[src/rtl/ili9341_pkg.sv]
// Shared definitions for the ILI9341 frame streamer: FSM state encoding and
// the geometry helpers used to size the pixel counter and ROM address bus.
package ili9341_pkg;

    // Streamer FSM state encoding
    localparam logic [1:0] ST_IDLE = 2'd0;
    localparam logic [1:0] ST_READ = 2'd1;
    localparam logic [1:0] ST_WAIT = 2'd2;
    localparam logic [1:0] ST_HOLD = 2'd3;

    // Ceiling log2 that never returns a zero width, so degenerate geometries
    // (a single pixel or a single frame) still produce a legal vector.
    function automatic int clog2_min1(input int value);
        int width;
        width = $clog2(value);
        return (width < 1) ? 1 : width;
    endfunction

    // Number of pixels in one image.
    function automatic int frame_pixels(input int h_res, input int v_res);
        return h_res * v_res;
    endfunction

    // Width of the pixel counter inside one frame.
    function automatic int pix_width(input int h_res, input int v_res);
        return clog2_min1(h_res * v_res);
    endfunction

    // Width of the address bus covering every image stored in the ROM.
    function automatic int addr_width(input int h_res, input int v_res, input int num_frames);
        return clog2_min1(h_res * v_res * num_frames);
    endfunction

    // Frame selector width; one extra bit so out-of-range selections exist.
    function automatic int sel_width(input int num_frames);
        return $clog2(num_frames) + 1;
    endfunction

endpackage

[src/rtl/ili9341_frame_streamer.sv]
// Streams one image out of an external pixel ROM towards an ILI9341 display
// controller using a valid/ready handshake. Images are stored back-to-back in
// the ROM; an out-of-range selection streams a full frame of background colour.
// The ROM is synchronous: an address presented during READ returns its word
// during WAIT, where it is captured into pixel_data.
module ili9341_frame_streamer
    import ili9341_pkg::*;
#(
    parameter int H_RES      = 128,
    parameter int V_RES      = 128,
    parameter int PIXEL_SIZE = 16,
    parameter int NUM_FRAMES = 4,
    parameter logic [PIXEL_SIZE-1:0] BG_COLOR = '0,
    localparam int FRAME_PIX = frame_pixels(H_RES, V_RES),
    localparam int PIX_W     = pix_width(H_RES, V_RES),
    localparam int SEL_W     = sel_width(NUM_FRAMES),
    localparam int ADDR_W    = addr_width(H_RES, V_RES, NUM_FRAMES)
) (
    input  logic                  clk,
    input  logic                  rst,
    input  logic [SEL_W-1:0]      frame_sel,
    input  logic                  refresh_req,
    input  logic                  continuous,
    output logic [ADDR_W-1:0]     rom_addr,
    input  logic [PIXEL_SIZE-1:0] rom_data,
    output logic [PIXEL_SIZE-1:0] pixel_data,
    output logic                  pixel_valid,
    input  logic                  pixel_ready,
    output logic                  frame_start,
    output logic                  frame_done,
    output logic                  busy
);

    localparam logic [PIX_W-1:0]  LAST_PIX     = PIX_W'(FRAME_PIX - 1);
    localparam logic [SEL_W-1:0]  NUM_FRAMES_S = SEL_W'(NUM_FRAMES);
    localparam logic [ADDR_W-1:0] FRAME_PIX_A  = ADDR_W'(FRAME_PIX);

    logic [1:0]        state;
    logic [PIX_W-1:0]  pix_cnt;
    logic [SEL_W-1:0]  sel_q;
    logic              pending;
    logic [ADDR_W-1:0] addr_q;
    logic [ADDR_W-1:0] read_addr;
    logic              sel_valid;
    logic              start_frame;
    logic              accept;
    logic              last_pix;

    // Address generation and handshake decode; the ROM address only moves in
    // READ for a valid image and otherwise replays the last issued address.
    always_comb begin
        sel_valid   = (sel_q < NUM_FRAMES_S);
        read_addr   = ADDR_W'(sel_q) * FRAME_PIX_A + ADDR_W'(pix_cnt);
        rom_addr    = addr_q;
        if (state == ST_READ && sel_valid) begin
            rom_addr = read_addr;
        end
        start_frame = (state == ST_IDLE) && (refresh_req || pending || continuous);
        accept      = (state == ST_HOLD) && pixel_ready;
        last_pix    = (pix_cnt == LAST_PIX);
    end

    // Remember the last address driven so it can be held outside READ.
    always_ff @(posedge clk or posedge rst) begin
        if (rst) begin
            addr_q <= '0;
        end else begin
            addr_q <= rom_addr;
        end
    end

    // One-deep request memory: any number of requests during a frame collapse
    // into a single follow-up frame, consumed by the frame start it causes.
    always_ff @(posedge clk or posedge rst) begin
        if (rst) begin
            pending <= 1'b0;
        end else if (start_frame) begin
            pending <= 1'b0;
        end else if (refresh_req && state != ST_IDLE) begin
            pending <= 1'b1;
        end
    end

    // Main sequencer: READ issues the address, WAIT captures ROM data, HOLD
    // keeps the pixel steady until the controller takes it.
    always_ff @(posedge clk or posedge rst) begin
        if (rst) begin
            state       <= ST_IDLE;
            pix_cnt     <= '0;
            sel_q       <= '0;
            pixel_data  <= '0;
            pixel_valid <= 1'b0;
            frame_start <= 1'b0;
            frame_done  <= 1'b0;
            busy        <= 1'b0;
        end else begin
            frame_start <= 1'b0;
            frame_done  <= 1'b0;
            case (state)
                ST_IDLE: begin
                    if (start_frame) begin
                        sel_q       <= frame_sel;
                        pix_cnt     <= '0;
                        frame_start <= 1'b1;
                        busy        <= 1'b1;
                        state       <= ST_READ;
                    end
                end
                ST_READ: begin
                    state <= ST_WAIT;
                end
                ST_WAIT: begin
                    pixel_data  <= sel_valid ? rom_data : BG_COLOR;
                    pixel_valid <= 1'b1;
                    state       <= ST_HOLD;
                end
                ST_HOLD: begin
                    if (accept) begin
                        pixel_valid <= 1'b0;
                        if (last_pix) begin
                            pix_cnt    <= '0;
                            frame_done <= 1'b1;
                            busy       <= 1'b0;
                            state      <= ST_IDLE;
                        end else begin
                            pix_cnt <= pix_cnt + 1'b1;
                            state   <= ST_READ;
                        end
                    end
                end
                default: begin
                    state <= ST_IDLE;
                end
            endcase
        end
    end

endmodule

[config.mk]
export PLATFORM = sky130hd
export DESIGN_NAME = ili9341_frame_streamer
export DESIGN_NICKNAME = d
export VERILOG_FILES = /design/src/rtl/ili9341_pkg.sv /design/src/rtl/ili9341_frame_streamer.sv
export SDC_FILE = /design/constraint.sdc
export NUM_CORES = 1
export LEC_CHECK = 0
export BUFFER_PORTS_ARGS = -buffer_cell sky130_fd_sc_hd__buf_2
export CAP_MARGIN = 25
export CORE_MARGIN = 1
export CORE_UTILIZATION = 53
export DETAILED_ROUTE_END_ITERATION = 6
export MAX_ROUTING_LAYER = met4
export PLACE_DENSITY_LB_ADDON = 0.1
export SYNTH_ARGS = -nofsm -noshare
export SYNTH_HDL_FRONTEND = slang
export SYNTH_SLANG_ARGS = --single-unit
[constraint.sdc]
create_clock -name clk -period 2 [get_ports clk]
set_input_delay 0.2 -clock clk [delete_from_list [all_inputs] [get_ports clk]]
set_output_delay 0.2 -clock clk [all_outputs]
set_load 0.03 [all_outputs]
# Word level (Yosys, flattened, before mapping)
# Index checks and enable logic that the tools add are counted.
# Widths: inputs -> output; s select.
# op_classes
add_sub_neg	2
order_cmp	1
eq_ne	7
n_mux	23
reduce_logical	16
# op_table
cell	n
$mux 14	3
$mux 16	2
$pmux 14 s2	1
$add 16x14->16	1
$add 14x1->14 const B	1
$eq 14x14->1 const B	1
$mux 1	12
$pmux 2 s4	1
$reduce_bool 2->1	4
$ne 2x2->1 const B	3
$reduce_and 2->1	3
$eq 2x2->1 const B	2
$logic_and 1x1->1	4
$mux 2	2
$pmux 1 s2	2
$reduce_and 4->1	1
$lt 3x3->1 const B	1
$reduce_and 3->1	1
$eq 2x1->1 const B	1
$logic_not 2->1	1
$logic_or 1x1->1	2
# word_totals
regBits	56
wordCells	59

# Logic depth before layout (Yosys ltp)
# depth
word_depth	5
ltp_mapped	7

# Worst setup path before layout
# No wires, ideal clock.
# synth_timing
path_type	reg2reg
startpoint	register state[1]
endpoint	register addr_q[3]
t_arrival_ns	1.800
setup_slack_ns	-0.007
path_stages_with_launch	7
synth_period_minus_slack_ns	2.007
path_cell_list	dfrtp_1 -> inv_1 -> ha_1 -> nand2b_1 -> clkbuf_1 -> buf_2 -> o21ai_0
# synth_between
elab_chain_len	3
# synth_rtl
item	line_no	text
start, declared	ili9341_frame_streamer.sv:38	logic [1:0] state;
start signal, assigned	ili9341_frame_streamer.sv:88	state <= ST_IDLE;
start signal, assigned	ili9341_frame_streamer.sv:106	state <= ST_READ;
start signal, assigned	ili9341_frame_streamer.sv:110	state <= ST_WAIT;
$eq 2x1->1	ili9341_frame_streamer.sv:55	if (state == ST_READ && sel_valid) begin
$logic_and 1x1->1	ili9341_frame_streamer.sv:55	
$mux 16	ili9341_frame_streamer.sv:55	
named net rom_addr[3]	ili9341_frame_streamer.sv:24	output logic [ADDR_W-1:0] rom_addr,
end signal, assigned	ili9341_frame_streamer.sv:68	addr_q <= rom_addr;
end, declared	ili9341_frame_streamer.sv:42	logic [ADDR_W-1:0] addr_q;
# The timed path passes the listed nets, and every way through them passes these cells.
# A chain may end at the register's enable or synchronous reset.

# Final worst setup path
# layout_timing
startpoint	register state[1]
endpoint	output rom_addr[15]
# layout_between
elab_chain_len	3
# layout_rtl
item	line_no
$eq 2x1->1	ili9341_frame_streamer.sv:55
$logic_and 1x1->1	ili9341_frame_streamer.sv:55
$mux 16	ili9341_frame_streamer.sv:55
end, declared	ili9341_frame_streamer.sv:24
# Every way passes these cells.

==> out/results.ini <==
[critical_path]
r2r-start = state[1]
crit_type = flop to primary output
ff2ff_path_depth = 6
cp-end-kind = primary output
regToRegEndpoint = pix_cnt[13]
cp-start-kind = flop
r2r_setup_slack_ps = 20
required_ps = 1800
cp.arrival_ps = 1800
crit_fanout = 5

[clocking]
cts_tree = yes
clock-sinks = 56
cts_buffers = 5
clockBufferDepth = 2
cts_root_buf = clkbuf_8
clk_latency_ps = 310
clk_pin_slew_ps = 100
htreeDepth = 2

[synth]
mappedNetlistNets = 258
avgSynthCellArea_sq_um = 10.79
yosys-top-cells-area = dfrtp_1 (57%), mux2_2 (8.2%), o21ai_0 (5.7%)
synth_top_cell_area_share_pct = 56.94
synth_edf_count = 0
synthCells = 228
ys_ff_latch = 56
async_reset_ff_share_pct = 100.0
yosysUniqueCellTypes = 35
syn_area_sq_um = 2461
synth_ff_type = dfrtp_1
ys_seq_area_share_pct = 56.94
yosys_warnings = 0
yosysTopAreaCell = dfrtp_1

[final_layout]
final_cell_mix = dfrtp_1 (56), buf_2 (44), o21ai_0 (27)
drive_gt1_share_pct = 36.42
mostFrequentLayoutCell = dfrtp_1
n_fill_cell = 313
antenna_cells = 0
seq_area_sq_um = 1401
multi_input_area_sq_um = 1023
area_growth_pct = 30.55
fin_nets = 331

[power_and_ir_drop]
pwr_density_cell_nw_per_um2 = 1331
leakage_nw = 1.594
ir_drop_v = 0.0008852

[route]
dr.pass1.iters = 4
route.vias.total = 1887
wire_per_inst_um = 14.03
drt_first_iter_violations = 70
post-route-drc-count = 0
antenna_left = 0
wl_um = 4968
routed_via_density = 5.331

[sta]
period_share_pct = 100.2
fin_ws_ps = -3.989
fmax_mhz = 499.0
final-hold-violation-count = 0
setup_viol = 1
relSlewSlack_pct = 64.35
whs_ps = 92.98
rsz0062_at_grt = true
min_period_ps = 2004
worstMarginPinSlew_ps = 530.3
maxSlewViolCount = 0
finalSetupTns_ps = -3.989
fin_skew_ps = 6.416

[global_route]
track_usage_pct = 22.29
grt_pass1_wl_um = 8335
grt_max_degree = 34
antenna_found_initial = 0
grt-ovfl-total = 0
grt_pass1_vias = 1770

[floorplan]
rows = 24
die_width_um = 70.15
ios = 60
die_area_sq_um = 4920
start_util_pct = 55.75
core-area_sq_um = 4414
die_h_um = 70.15

[placed_design]
post-place-ws_ps = -27.78
io_buffer_count = 59
place.gp.congestion = 0.8160
dpl.hpwl_um = 3332

[hold_path]
min_path_cells = 3
hp-start = rom_data[0]
holdPathEnd = pixel_data[0]
hold_path_class = input pin to flop

[status]
violations = setup timing
status = finished, violations left

[run]
max_cap_viol_count = 0

==> critical path, stage by stage, from the launching register on <==
cell and delay [ps]:
dfrtp_1 390, inv_2 50, buf_4 150, ha_4 160, nand2b_4 90, buf_6 140, mux2_2 370, buf_6 150
==> routing by layer <==
metal  routed length, um  part of all wire, %  vias to the layer above  GRT usage, %
met3                 256                  5.2                        6         5.339
met4                  46                 0.93                        0         4.889
met5                   0                    0                        -             -
met1                2346                   47                      897         29.63
met2                2320                   47                       60         35.15
li1                    -                    -                      924             -
==> cell type report <==
cell class	count	area share, %
clock inverters	1	0.2336
well taps	52	2.025
repair buffers	75	16.78
inverters	24	2.804
clock buffers	7	2.687
flip-flops and latches	56	43.61
multi-input cells	139	31.85
==> worst max-delay path by stage <==
stage,startpoint,end,cells past startpoint
2_1_floorplan,state[1],rom_addr[10],6
3_3_place_gp,state[1],busy,6
3_5_place_dp,state[1],busy,6
4_1_cts,state[1],rom_addr[7],7
5_1_grt,state[0],pix_cnt[13],6
6_report,state[1],rom_addr[15],7
==> metrics by stage <==
stage	std cells	power [mW]	utilization, %	cell area (sq um)
5_1_grt	354	4.566	72.79	3213
4_1_cts	354	4.147	70.18	3098
2_1_floorplan	228	2.810	-	2461
3_3_place_gp	343	3.312	65.39	2887
6_report	354	4.277	72.79	3213
3_5_place_dp	343	3.347	65.39	2887
==> where the power goes <==
| group | total [mW] | switching [mW] | internal [mW] |
|---|---|---|---|
| clock network | 0.636 | 0.353 | 0.282 |
| registers | 1.58 | 0.158 | 1.42 |
| logic | 2.06 | 1.24 | 0.824 |
==> kinds of logic (layout without fill, tap and decap cells) <==
logic type / after synthesis / after routing / synth area share (%)
and+or+nand+nor: 65 / 65 / 13.98
buffers and inverters: 33 / 107 / 5.491
muxes: 19 / 19 / 8.795
xor gates and xnor gates: 5 / 5 / 1.779
DFF: 56 / 56 / 56.94
AOI/OAI and AO/OA: 44 / 44 / 9.964
adders and majority gates: 6 / 6 / 3.050
==> synth_stat cells (all sizes together) (3+ instances only) <==
library cell  count
inv              24
a21oi             7
nand4             3
and4              3
clkbuf            5
xnor2             5
o21ai            28
ha                6
nand2            23
dfrtp            56
nor2              9
buf               4
nand3             8
or3               5
mux2             18
==> sequential cells by signal, indices dropped and copies added (netlist names) <==
| name | flops |
|---|---|
| frame_done | 1 |
| frame_start | 1 |
| busy | 1 |
| sel_q | 3 |
| pix_cnt | 14 |
| state | 2 |
| pending | 1 |
| pixel_data | 16 |
| pixel_valid | 1 |
| addr_q | 16 |
==> what timing repair did <==
action,in CTS,in global routing
setup buffers,1,0
gates resized for setup,26,36
cloned,1,0
pin swaps,0,0
hold endpoints to repair,23,0
hold buffers,1,0
setup endpoints to repair,21,29
(Power assumes the default switching activity.)
